--- config.mk ---
export PLATFORM = sky130hd
export DESIGN_NAME = reg_file_sb
export DESIGN_NICKNAME = d
export VERILOG_FILES = /design/src/rtl/reg_file_sb.sv
export SDC_FILE = /design/constraint.sdc
export NUM_CORES = 2
export LEC_CHECK = 0
export CAP_MARGIN = 40
export CORE_ASPECT_RATIO = 1.75
export CORE_MARGIN = 2
export CORE_UTILIZATION = 63
export CTS_CLUSTER_DIAMETER = 50
export DETAILED_ROUTE_END_ITERATION = 12
export HOLD_SLACK_MARGIN = 0.12
export PLACE_DENSITY_LB_ADDON = 0.1
export SLEW_MARGIN = 20
export SYNTH_ARGS = -nofsm -noshare
export SYNTH_HDL_FRONTEND = slang
export SYNTH_SLANG_ARGS = --single-unit
--- constraint.sdc ---
create_clock -name clk -period 2.9 [get_ports clk]
set_clock_uncertainty 0.05 [all_clocks]
set_input_delay 0.58 -clock clk [delete_from_list [all_inputs] [get_ports clk]]
set_output_delay 0.58 -clock clk [all_outputs]
set_load 0.005 [all_outputs]
--- src/rtl/reg_file_sb.sv ---
// Register file with two read ports, two write ports and a per-register busy scoreboard.
// Optional define REG_FILE_SB_BYPASS_EN forwards same-cycle write data and busy clears to the read ports.
module reg_file_sb #(
    parameter int unsigned ADDRESS_WIDTH = 5,
    parameter int unsigned DATA_WIDTH    = 32,
    parameter int unsigned A0_INDEX      = 10
) (
    input  logic                     clk,
    input  logic                     rst,
    input  logic [ADDRESS_WIDTH-1:0] AD1,
    input  logic [ADDRESS_WIDTH-1:0] AD2,
    output logic [DATA_WIDTH-1:0]    RD1,
    output logic [DATA_WIDTH-1:0]    RD2,
    output logic                     BUSY1,
    output logic                     BUSY2,
    input  logic                     WE3,
    input  logic                     WE4,
    input  logic [ADDRESS_WIDTH-1:0] AD3,
    input  logic [ADDRESS_WIDTH-1:0] AD4,
    input  logic [DATA_WIDTH-1:0]    WD3,
    input  logic [DATA_WIDTH-1:0]    WD4,
    input  logic                     ISSUE,
    input  logic [ADDRESS_WIDTH-1:0] ISSUE_AD,
    output logic [DATA_WIDTH-1:0]    a0,
    output logic                     IDLE
);

    localparam int unsigned NUM_REGS = 1 << ADDRESS_WIDTH;
    localparam logic [ADDRESS_WIDTH-1:0] A0_ADDR = ADDRESS_WIDTH'(A0_INDEX);

    logic [DATA_WIDTH-1:0] regs_q [NUM_REGS];
    logic [DATA_WIDTH-1:0] regs_d [NUM_REGS];
    logic [NUM_REGS-1:0]   busy_q;
    logic [NUM_REGS-1:0]   busy_d;

    logic wr3_c;
    logic wr4_c;
    logic iss_c;

    assign wr3_c = WE3 && (AD3 != '0);
    assign wr4_c = WE4 && (AD4 != '0);
    assign iss_c = ISSUE && (ISSUE_AD != '0);

    // Next array state: port 4 is younger, so it is applied last and wins a collision.
    always_comb begin
        regs_d = regs_q;
        if (wr3_c) regs_d[AD3] = WD3;
        if (wr4_c) regs_d[AD4] = WD4;
        regs_d[0] = '0;
    end

    // Writes retire their producer; a same-edge issue is the newer producer and re-sets the bit.
    always_comb begin
        busy_d = busy_q;
        if (wr3_c) busy_d[AD3] = 1'b0;
        if (wr4_c) busy_d[AD4] = 1'b0;
        if (iss_c) busy_d[ISSUE_AD] = 1'b1;
        busy_d[0] = 1'b0;
    end

    always_ff @(posedge clk) begin
        if (rst) begin
            regs_q <= '{default: '0};
            busy_q <= '0;
        end else begin
            regs_q <= regs_d;
            busy_q <= busy_d;
        end
    end

`ifdef REG_FILE_SB_BYPASS_EN
    function automatic logic [DATA_WIDTH-1:0] rd_fwd(input logic [ADDRESS_WIDTH-1:0] addr);
        logic [DATA_WIDTH-1:0] val;
        val = regs_q[addr];
        if (addr != '0) begin
            if (WE3 && (AD3 == addr)) val = WD3;
            if (WE4 && (AD4 == addr)) val = WD4;
        end
        return val;
    endfunction

    // A write in flight clears busy unless the same register is re-issued this cycle.
    function automatic logic busy_fwd(input logic [ADDRESS_WIDTH-1:0] addr);
        logic hit_wr;
        logic hit_iss;
        hit_wr  = (addr != '0) && ((WE3 && (AD3 == addr)) || (WE4 && (AD4 == addr)));
        hit_iss = (addr != '0) && ISSUE && (ISSUE_AD == addr);
        return hit_wr ? hit_iss : busy_q[addr];
    endfunction

    assign RD1   = rd_fwd(AD1);
    assign RD2   = rd_fwd(AD2);
    assign a0    = rd_fwd(A0_ADDR);
    assign BUSY1 = busy_fwd(AD1);
    assign BUSY2 = busy_fwd(AD2);
`else
    assign RD1   = regs_q[AD1];
    assign RD2   = regs_q[AD2];
    assign a0    = regs_q[A0_ADDR];
    assign BUSY1 = busy_q[AD1];
    assign BUSY2 = busy_q[AD2];
`endif

    assign IDLE = ~|busy_q;

endmodule

==> flow_summary_export.csv <==
group,metric,value,unit
sta,hold_ws,0.191,ns
yosys,netlist_instances,6891,
setup_path,cp_slowest_cell,"mux4_2",
clock_network,cts_max_path_buffers,3,
place,dpl.hpwl,186000,µm
yosys,async_reset_ff_share,0,%
yosys,ys_ff_latch,1023,
sta,hold_viol_final,0,
power_and_ir_drop,p_leak,30.3,nW
setup_path,crit_arrival,2.56,ns
place,place_area,70000,µm²
setup_path,cp.required,2.27,ns
setup_path,startpoint_type,"input pin",
setup_path,worstSetupEndpointType,"output port",
yosys,yosysWarningCount,0,
detailed_routing,remaining_drc_errors,0,
place,portBuffers,192,
yosys,yosys.area.top_type,"dfxtp_1",
detailed_routing,drtIter0Drc,11193,
yosys,yosys-top-cells-area,"dfxtp_1 33%, mux4_2 14%, mux2i_1 11%, a311oi_1 7.2%, a211oi_1 6.5%",
outcome,outcome,"finished with violations",
sta,rsz0062_at_grt,"true",
sta,worst_slack,-0.286,ns
hold_path,min_from,"rst",
setup_path,crit_path_start,"AD2[0]",
detailed_routing,drtPass1Iterations,9,
grt,grt_max_degree,107,
setup_path,crit_type,"input pin to output port",
sta,max_slew_margin,55.4,%
detailed_routing,drtAntennaViolNets,0,
floorplanning,core-area,99200,µm²
clock_network,clock_latency,0.76,ns
clock_network,root_buffer,"clkbuf_16",
setup_path,cp_num_buf_inv,6,
yosys,synth-edff-count,0,
final_layout,fin_nets,7095,
clock_network,cts_tree,"yes",
yosys,synth_top_area_share,32.6,%
setup_path,worstPathMaxFanout,7,
floorplanning,dieArea,102000,µm²
clock_network,clkSlewWorstSetupHoldPaths,0.07,ns
yosys,synthFlopType,"dfxtp_1",
yosys,avgSynthCellArea,9.11,µm²
sta,min_period_over_period,110,%
hold_path,hp-class,"input pin to flip-flop",
grt,overflow,0,
final_layout,layout_commonest_cell,"nor2_1",
clock_network,cts_inserted_buffers,101,
sta,maxSlewViolCount,0,
place,routabilityCongestion,1.01,
grt,antenna_found_initial,13,
yosys,syn_nets,6985,
power_and_ir_drop,ir_drop,0.000522,V
final_layout,fillers,6794,
setup_path,critical-path-top-delay-family,"buffers and inverters",
yosys,syn-cell-area,62800,µm²
outcome,violations,"setup timing",
final_layout,areaGrowthSynthToFinish,22.4,%
sta,period_minus_slack,3.19,ns
yosys,synthDistinctLibCells,42,
clock_network,htreeDepth,3,
setup_path,r2r-start,"a0[7]",
detailed_routing,wl_per_cell,36.5,µm
grt,grt_pass1_wl,439000,µm
yosys,yosysSeqAreaShare,32.6,%
final_layout,drive_gt1_share,26.5,%
grt,grt_use_total,58.1,%
detailed_routing,vias,67693,
run,max_cap_viol_count,0,
final_layout,fin_area,76800,µm²
sta,setup_viol,65,
final_layout,final_util,77.5,%
detailed_routing,vias_per_cell,8.05,
detailed_routing,routed_wirelength,307000,µm
floorplanning,num_rows,153,
floorplanning,start_util,63.3,%
power_and_ir_drop,powerDensity,453,nW/µm²
final_layout,layout_common_cells,"1,030 x nor2_1, 936 x dfxtp_1, 669 x mux2i_1",
grt,grt_pass1_vias,65821,
floorplanning,boundaryPins,193,
sta,worst_slew_pin_slew,0.669,ns
floorplanning,die_h,422,µm
setup_path,cp_cell_sequence,"buf_16, buf_16, buf_12, buf_6, buf_6, mux4_2, a22o_1, o21ai_2, o31ai_2, buf_2",
floorplanning,die_w,243,µm
sta,fmax,314,MHz
setup_path,max_stage_delay,0.51,ns
clock_network,cts.sinks,1023,
## metrics by stage
step                      worst slack [ns]  instances  power [mW]  setup TNS, ns
final                               -0.286       8407        34.8          -9.97
after global routing                -0.220       8402        35.2          -9.38
after CTS                           -0.256       8379        34.2          -6.93
after detailed placement            -0.967       8098        19.5         -40.67
after global placement              -0.996       8093        19.4         -42.63
after floorplan                      0.248       6891        17.2              0
## sequential cells by signal, indices dropped and copies added, names as in the netlist
register,flops
a0,32
busy_q,31
regs_q,960
## timing repair
item / CTS / global route
pin swaps: 164 / 87
endpoints found under the setup margin: 67 / 66
hold buffers: 0 / 0
gates cloned: 16 / 6
resized for setup: 679 / 119
setup buffers: 101 / 32
## area by class of cell
class | instances | area (µm²) | area share, %
multi-input cells | 4876 | 39400 | 51.3
flip-flops and latches | 1023 | 20600 | 26.8
repair buffers | 997 | 11600 | 15.1
clock buffers | 132 | 2830 | 3.68
well taps | 1317 | 1650 | 2.14
clock inverters | 55 | 736 | 0.957
diodes | 5 | 12.5 | 0.0163
inverters | 2 | 8.76 | 0.0114
## worst paths after layout
| kind | to | slack (ns) | cells past startpoint |
|---|---|---|---|
| hold reg to reg | regs_q[101] | 0.45 | 2 |
| setup reg to reg | a0[7] | 1.73 | 3 |
| hold / removal | regs_q[171] | 0.19 | 2 |
| setup / recovery | RD2[3] | -0.29 | 10 |
## metal layers
layer | GRT usage [%] | vias to the layer above | wire length (µm)
met5 | 0.617 | - | 285
met4 | 59.8 | 18 | 40400
met3 | 22.4 | 2552 | 47500
met2 | 84.0 | 7044 | 126000
met1 | 63.1 | 31863 | 92100
li1 | - | 26216 | -
## synth_stat cells, types with 71 or more instances
library cell     n
a22o_1         197
mux2i_1        679
a311oi_1       513
nand2_1        568
clkbuf_1       635
a211oi_1       545
buf_4          106
nand3_1        447
and2_1          71
mux4_2         396
nor2_1        1034
dfxtp_1       1023
buf_2          157
## kinds of logic (layout without fill, tap and decap cells)
family | count (synthesis) | after routing | synth area share [%]
other cells | 0 | 5 | 0
compound gates | 1548 | 1548 | 19.3
buf+inv | 992 | 1186 | 7.14
simple gates | 2188 | 2188 | 14.7
mux | 1140 | 1140 | 26.2
flops | 1023 | 1023 | 32.6
## power breakdown
group / switching (mW) / internal (mW) / total, mW
combinational: 3.30 / 2.15 / 5.46
sequential: 0.259 / 14.3 / 14.6
clock: 6.54 / 8.25 / 14.8
## worst register-to-register path, cell delays in order, from the launching register on
cell      delay [ns]
dfxtp_2         0.53
buf_4           0.19
nand2_1         0.04
a311oi_1        0.26
Note: power is estimated with default switching activity, not from simulation.
